<file path="src/rtl/full_mat_ctrl.sv">
// rtl/full_mat_ctrl.sv - host register file and run sequencer for the full_mat datapath
//
// Ports:
//   clk, rst           clock and asynchronous active-low reset
//   chipselect, write, read, address[5:0], writedata[31:0]
//                      slave bus; strobes qualified by chipselect
//   readdata[31:0]     registered read data, valid the cycle after a read strobe
//   irq                level interrupt, registered done & irq_en
//   fm_en, fm_rst      full_mat enable and active-high reset
//   fm_dh_param        6 joints x 4 params (theta, a, d, alpha) shadow registers
//   fm_full_matrix     4x4 row-major result from full_mat, latched on capture
module full_mat_ctrl #(
    parameter int CLR_CYCLES = 6,
    parameter int RUN_CYCLES = 90,
    parameter int DATA_W     = 27
) (
    input  logic                          clk,
    input  logic                          rst,
    input  logic                          chipselect,
    input  logic                          write,
    input  logic                          read,
    input  logic [5:0]                    address,
    input  logic [31:0]                   writedata,
    output logic [31:0]                   readdata,
    output logic                          irq,
    output logic                          fm_en,
    output logic                          fm_rst,
    output logic [5:0][3:0][DATA_W-1:0]   fm_dh_param,
    input  logic [3:0][3:0][DATA_W-1:0]   fm_full_matrix
);

    localparam int CNT_MAX = (RUN_CYCLES > CLR_CYCLES) ? RUN_CYCLES : CLR_CYCLES;
    localparam int CNT_W   = $clog2(CNT_MAX);

    typedef enum logic [2:0] {
        S_IDLE,
        S_CLEAR,
        S_RUN,
        S_CAPTURE,
        S_DONE
    } state_t;

    state_t                        state_q, state_d;
    logic [CNT_W-1:0]              cnt_q, cnt_d;
    logic [5:0][3:0][DATA_W-1:0]   param_q, param_d;
    logic [3:0][3:0][DATA_W-1:0]   result_q, result_d;
    logic                          irq_en_q, irq_en_d;
    logic                          done_q, done_d;
    logic                          err_q, err_d;
    logic                          irq_q, irq_d;
    logic [31:0]                   readdata_q, readdata_d;

    logic        busy;
    logic        wr_en, rd_en;
    logic        param_hit, ctrl_hit, status_hit, result_hit;
    logic        start_req, abort_req, done_clr, err_clr, err_set;
    logic [31:0] rd_word;

    // Upper write-data bits beyond the parameter width carry no meaning.
    logic unused_wdata;
    assign unused_wdata = ^writedata[31:DATA_W];

    function automatic logic [31:0] sext(input logic [DATA_W-1:0] v);
        return {{(32 - DATA_W){v[DATA_W-1]}}, v};
    endfunction

    // Bus decode
    always_comb begin
        wr_en      = chipselect & write;
        rd_en      = chipselect & read;
        param_hit  = (address < 6'd24);
        ctrl_hit   = (address == 6'h18);
        status_hit = (address == 6'h19);
        result_hit = (address[5:4] == 2'b10);
        // Abort dominates start when both bits arrive in one write.
        start_req  = wr_en & ctrl_hit & writedata[0] & ~writedata[1];
        abort_req  = wr_en & ctrl_hit & writedata[1];
        done_clr   = wr_en & status_hit & writedata[1];
        err_clr    = wr_en & status_hit & writedata[2];
    end

    // State register and all other flops
    always_ff @(posedge clk or negedge rst) begin
        if (!rst) begin
            state_q    <= S_IDLE;
            cnt_q      <= '0;
            param_q    <= '0;
            result_q   <= '0;
            irq_en_q   <= 1'b0;
            done_q     <= 1'b0;
            err_q      <= 1'b0;
            irq_q      <= 1'b0;
            readdata_q <= '0;
        end else begin
            state_q    <= state_d;
            cnt_q      <= cnt_d;
            param_q    <= param_d;
            result_q   <= result_d;
            irq_en_q   <= irq_en_d;
            done_q     <= done_d;
            err_q      <= err_d;
            irq_q      <= irq_d;
            readdata_q <= readdata_d;
        end
    end

    // Next-state logic
    always_comb begin
        state_d = state_q;
        cnt_d   = cnt_q;
        unique case (state_q)
            S_IDLE, S_DONE: begin
                if (start_req) begin
                    state_d = S_CLEAR;
                    cnt_d   = CNT_W'(CLR_CYCLES - 1);
                end else if (state_q == S_DONE && done_clr) begin
                    state_d = S_IDLE;
                end
            end
            S_CLEAR: begin
                if (abort_req) begin
                    state_d = S_IDLE;
                end else if (cnt_q == '0) begin
                    state_d = S_RUN;
                    cnt_d   = CNT_W'(RUN_CYCLES - 1);
                end else begin
                    cnt_d = cnt_q - CNT_W'(1);
                end
            end
            S_RUN: begin
                if (abort_req) begin
                    state_d = S_IDLE;
                end else if (cnt_q == '0) begin
                    state_d = S_CAPTURE;
                end else begin
                    cnt_d = cnt_q - CNT_W'(1);
                end
            end
            S_CAPTURE: state_d = S_DONE;
            default:   state_d = S_IDLE;
        endcase
    end

    // State-decoded outputs; fm_rst comes straight from the state register so
    // reset forces it high without waiting for a clock.
    always_comb begin
        busy   = (state_q == S_CLEAR) || (state_q == S_RUN) || (state_q == S_CAPTURE);
        fm_en  = (state_q == S_RUN);
        fm_rst = (state_q != S_RUN);
    end

    // Register file, status bits and read path
    always_comb begin
        param_d    = param_q;
        result_d   = result_q;
        irq_en_d   = irq_en_q;
        done_d     = done_q;
        err_d      = err_q;
        readdata_d = readdata_q;
        rd_word    = '0;

        err_set = busy & ((wr_en & param_hit) | start_req);

        if (wr_en && param_hit && !busy)
            param_d[address[4:2]][address[1:0]] = writedata[DATA_W-1:0];

        if (wr_en && ctrl_hit)
            irq_en_d = writedata[2];

        if (state_q == S_CAPTURE)
            result_d = fm_full_matrix;

        // Capture setting done takes priority over a coincident W1C.
        if (state_q == S_CAPTURE)
            done_d = 1'b1;
        else if ((start_req && !busy) || done_clr)
            done_d = 1'b0;

        if (err_set)
            err_d = 1'b1;
        else if (err_clr)
            err_d = 1'b0;

        irq_d = done_q & irq_en_q;

        if (param_hit)
            rd_word = sext(param_q[address[4:2]][address[1:0]]);
        else if (ctrl_hit)
            rd_word = {29'b0, irq_en_q, 2'b0};
        else if (status_hit)
            rd_word = {29'b0, err_q, done_q, busy};
        else if (result_hit)
            rd_word = sext(result_q[address[3:2]][address[1:0]]);

        if (rd_en)
            readdata_d = rd_word;
    end

    assign readdata    = readdata_q;
    assign irq         = irq_q;
    assign fm_dh_param = param_q;

endmodule

</file>
<file path="config.mk">
export PLATFORM = sky130hd
export DESIGN_NAME = full_mat_ctrl
export DESIGN_NICKNAME = d
export VERILOG_FILES = /design/src/rtl/full_mat_ctrl.sv
export SDC_FILE = /design/constraint.sdc
export NUM_CORES = 2
export LEC_CHECK = 0
export BUFFER_PORTS_ARGS = -buffer_cell sky130_fd_sc_hd__buf_2
export CORE_AREA = 2 2 449 451
export CTS_CLUSTER_SIZE = 30
export DETAILED_ROUTE_END_ITERATION = 12
export DIE_AREA = 0 0 451 453
export PLACE_DENSITY = 0.43
export SYNTH_ARGS = -nofsm -noshare
export SYNTH_HDL_FRONTEND = slang
export SYNTH_SLANG_ARGS = --single-unit
</file>
<file path="constraint.sdc">
create_clock -name clk -period 6.8 [get_ports clk]
set_clock_uncertainty 0.05 [all_clocks]
set_input_delay 1.36 -clock clk [delete_from_list [all_inputs] [get_ports clk]]
set_output_delay 1.36 -clock clk [all_outputs]
set_load 0.01 [all_outputs]
</file>
# Word level (Yosys, flattened, before mapping)
# Index checks and enable logic that the tools add are counted.
# word_totals
out_inout_bits,683
input_bits,475
word_cells,136
ff_bits,1126
# op_classes
reduce_logical,19
add_sub_neg,1
n_bitwise,14
n_lt_le_gt_ge,6
n_mux,34
n_eq_ne,15
# ops
cell,count
$bwmux W648,1
$bmux W108 S3,1
$demux W108 S3,1
$mux W108,3
$bmux W108 S2,1
$mux W32,4
$bmux W27 S2,2
$mux W27,3
$demux W27 S2,1
$mux W7,5
$pmux W7 S3,1
$mux W3,6
$and A1 B1 Y1,12
$eq A6 B5 Y1 const B,2
$pmux W3 S4,1
$ne A2 B2 Y1 const B,4
$logic_and A1 B1 Y1,7
$logic_not A7 Y1,1
$sub A7 B1 Y7 const B,1
$eq A3 B2 Y1 const B,2
$lt A2 B3 Y1 const B,2
$lt A6 B5 Y1 const B,1
$ne A3 B3 Y1 const B,2
$reduce_and A5 Y1,1
other kinds (18),24

# Logic depth before layout (Yosys ltp)
# logic_depth
ltp_word,8
ltp_mapped,11
ltp_nobuf,7

# Worst setup path before layout
# OpenSTA, ideal clock, no wires.
# synth_path
kind,input to register
startpoint,input port address[2]
endpoint,register param_q (netlist bit fm_dh_param[330])
t_required_ns,6.625
setup_time_ns,0.125
path_stages,8
path_slack_ns,3.544
t_arrival_ns,3.081
path_buffers,5
path_cell_list,buf_4 -> buf_6 -> buf_6 -> buf_4 -> nand2_1 -> nor2_2 -> buf_2 -> mux2_2
# synth_via
elab_chain_len,5
elab_cells_between_ends,9
cone_classes,3 x order compare; 3 x mux; 3 x reduce/logical
# synth_lines
element,line,rtl
"start, declared",22,"input logic [5:0] address,"
$lt A3 B4 Y1 (not written as such) or $ge A3 B1 Y1 (tied branches),165,param_d[address[4:2]][address[1:0]] = writedata[DATA_W-1:0];
$logic_and A1 B1 Y1 (not written as such),165,
$mux W108 (not written as such),165,
$demux W108 S3,165,
$bwmux W648,165,
"end signal, assigned",97,param_q <= param_d;
"end, declared",45,"logic [5:0][3:0][DATA_W-1:0] param_q, param_d;"
# Several ways; a longest one is shown, not always the timed one.
# A chain may end at the register's enable or synchronous reset.

# Final worst setup path
# layout_path
startpoint,input port address[2]
endpoint,register readdata_q[3] (netlist: readdata[3])
# layout_via
elab_chain_len,8
elab_cells_between_ends,15
cone_classes,1 x order compare; 2 x eq/ne; 12 x mux
# layout_lines
element,line,rtl
$bmux W108 S2,193,rd_word = sext(result_q[address[3:2]][address[1:0]]);
$mux W108 (not written as such),193,
$bmux W27 S2,193,
$mux W27 (not written as such),193,
$mux W32,192,else if (result_hit)
$mux W32,190,else if (status_hit)
$mux W32,188,else if (ctrl_hit)
$mux W32 (*),186,if (param_hit)
"end signal, assigned",103,readdata_q <= readdata_d;
"end, declared",51,"logic [31:0] readdata_q, readdata_d;"
# Every way passes the cells marked *; elsewhere a longest branch is shown, timed or not. The select of a mux whose other input is x is not followed.

==> impl_metrics.json <==
{
  "max-slew-margin-rel": 0.124,
  "clock_tree_root": "clkbuf_16",
  "clk_pin_slew_worst_paths_ps": 60,
  "final_cell_mix": "buf_2 (1,146), dfrtp_1 (1,121), mux2_2 (1,105)",
  "syn-num-nets": 4015,
  "drc": 0,
  "min-delay-start": "cnt_q[1]$_DFFE_PN0P_",
  "cts_tree": "yes",
  "critical_path.slowest_cell": "a311oi_1",
  "holdBufCountCts": 0,
  "ctsLongestPathBuffers": 3,
  "fp.dieH_um": 453,
  "seqPwrFrac": 0.429,
  "htree_levels": 4,
  "synth-seq-cells": 1121,
  "grt_overflow_total": 0,
  "power.share.switching": 0.278,
  "unrepaired_setup_endpoints_after_global_routing": "false",
  "worst_slew_pin_slew_ps": 1310,
  "post_drt_wl_per_cell_um": 34.8,
  "share_clk_of_total_power": 0.440,
  "rr_endpoint": "fm_dh_param[195]$_DFFE_PN0P_",
  "clock_insertion_delay_worst_skew_ps": 780,
  "comb_power_share": 0.131,
  "static-leakage-power_nw": 31.5,
  "power_density_nw_per_um2": 267,
  "hold-path-cell-count": 2,
  "rows": 164,
  "area_growth_syn_to_layout_pct": 26.6,
  "first_iter_violations": 2668,
  "syn-instance-count": 3538,
  "grtUsageTotal": 0.247,
  "detailed_place_hpwl_um": 186000,
  "numClockSinks": 1121,
  "max_cap_violations": 0,
  "cp_cell_sequence": "buf_8 > buf_12 > buf_4 > mux2i_1 > nor2_1 > a21oi_1 > o221ai_1 > a311oi_1 > nand4_1",
  "worstHoldEndpoint": "cnt_q[1]$_DFFE_PN0P_",
  "postSynth.topFlopCell": "dfrtp_1",
  "synth_enable_flop_cells": 0,
  "port_buffers": 1152,
  "drt-total-wl_um": 259000,
  "worst_path_fanout_max": 62,
  "fp.coreArea_sq_um": 199000,
  "postSynth.asyncResetShare": 1.00,
  "finish.instance_area_sq_um": 64800,
  "period_needed_ps": 4540,
  "fin_nets": 5125,
  "drt_pre_antenna_iters": 5,
  "seq_area_frac_synth": 0.549,
  "timing_hold_violations_final": 0,
  "setup-violations-final": 0,
  "first_global_vias": 38053,
  "hp-class": "flop to flop",
  "number_of_resized_instances_in_the_post_cts_repair_step": 0,
  "io-pin-count": 1158,
  "synth_cell_type_count": 72,
  "end_kind": "flop",
  "die-width_um": 451,
  "yosysWarnings": 0,
  "fmaxAchievable_mhz": 220,
  "timing.final.max_slew_violations": 0,
  "net-switching-power_w": 0.00481,
  "startpoint_type": "input pin",
  "critical_path_class": "input pin to flop",
  "post-route-period-util": 0.667,
  "status": "complete, no violations",
  "floorplan.initialDensity": 0.257,
  "number_of_vias_after_detailed_routing": 37270,
  "vdd_drop_max_v": 0.000184,
  "layout-drive-gt1-share": 0.583,
  "totalNegativeSetupSlack_ps": 0,
  "grt_first_pass_wirelength_um": 346000,
  "post_synthesis_average_cell_area_sq_um": 14.5,
  "cts_inserted_buffers": 141,
  "final_common_cell": "buf_2",
  "r2r-start": "state_q[0]$_DFFE_PN0P_",
  "routability_congestion_estimate_from_global_placement": 0.821,
  "worst-r2r-cell-count": 7,
  "worst_ep_required_time_ps": 7380,
  "post-layout-total-power_w": 0.0173,
  "crit_path_max_incr_delay_ps": 900,
  "die_area_sq_um": 204000,
  "worst_r2r_setup_slack_ps": 3340,
  "timing.critical_path.arrival_ps": 5120,
  "grt_max_degree": 195,
  "routed_via_density": 5.00,
  "placedInstanceArea_sq_um": 60000,
  "internal_power_w": 0.0125,
  "antenna_found_initial": 143,
  "total_standard_cell_area_after_synthesis_sq_um": 51100,
  "post_cts_buffers": 0,
  "antenna_left": 0
}
synth_stat cells, types with 10 or more instances:
cell	number	area [sq um]
buf_2	74	370
nand2_1	64	240
a221oi_1	20	175
nand3_1	26	130
buf_6	10	113
buf_1	21	78.8
o21ai_0	56	280
mux2_2	1105	12400
nor2_1	117	439
o211ai_1	28	210
mux2i_1	196	1960
clkbuf_1	146	548
a31oi_1	18	113
inv_1	11	41.3
a22oi_1	37	278
nor3_1	17	85.1
dfrtp_1	1121	28100
buf_4	37	278
o221ai_1	19	166
mux4_2	144	3240
a21oi_1	101	505
o22ai_1	25	156
final cells by class:
cell class / instances / area [sq um]
timing repair buffer: 1256 / 6800
tap: 2656 / 3320
sequential: 1121 / 28100
antenna: 43 / 108
multi-input combinational: 2116 / 21800
inverter: 12 / 45.0
clock inverter: 28 / 304
clock buffer: 224 / 4330
fill: 20108 / 134000
cell families (layout without fill, tap and decap cells):
family	after synthesis	in the layout	synth area share
DFF	1121	1121	0.549
adders and majority gates	2	2	0.000489
muxes	1453	1453	0.347
AOI/OAI and AO/OA	359	359	0.0463
other	0	43	0
and+or+nand+nor	302	302	0.0297
buffers and inverters	301	1520	0.0281
worst max-delay path by stage:
stage | to | cells after the start | slack [ps] | from
CTS | readdata[3]$_DFFE_PN0P_ | 9 | 2190 | address[2]
detailed placement | readdata[3]$_DFFE_PN0P_ | 9 | 1320 | address[2]
global route | readdata[3]$_DFFE_PN0P_ | 9 | 2050 | address[2]
floorplan | fm_dh_param[330]$_DFFE_PN0P_ | 8 | 3540 | address[2]
finish | readdata[3]$_DFFE_PN0P_ | 9 | 2260 | address[2]
global placement | readdata[3]$_DFFE_PN0P_ | 9 | 1230 | address[2]
sequential cells by signal, summed over array words and instances, names as in the netlist:
register / count
err_q: 1
readdata: 27
irq_en_q: 1
fm_dh_param: 648
irq: 1
done_q: 1
result_q: 432
state_q: 3
cnt_q: 7
metrics by stage:
step	util	worst slack [ps]	std cells	hold slack, ps
after global placement	0.301	1230	7161	419
after detailed placement	0.301	1320	7161	419
final	0.325	2260	7456	433
after global routing	0.325	2050	7439	456
after CTS	0.325	2190	7413	431
after floorplan	-	3540	3538	399
per-layer routing:
layer,track usage,wire [um]
met5,0,878
met4,0.0938,11400
met3,0.0639,17400
met2,0.425,129000
met1,0.295,101000
critical path, delay by kind of cell:
family | cells | cell delay [ps]
mux | 1 | 330
compound gates | 3 | 1340
simple gates | 2 | 250
buf+inv | 3 | 1580
power by group through the flow:
stage | registers, W | logic (W) | clock network (W)
floorplan | 0.00758 | 0.000903 | 0
global placement | 0.00753 | 0.00230 | 0
detailed placement | 0.00755 | 0.00231 | 0
CTS | 0.00743 | 0.00231 | 0.00785
global route | 0.00748 | 0.00240 | 0.00811
finish | 0.00744 | 0.00226 | 0.00763
(Power assumes the default switching activity.)
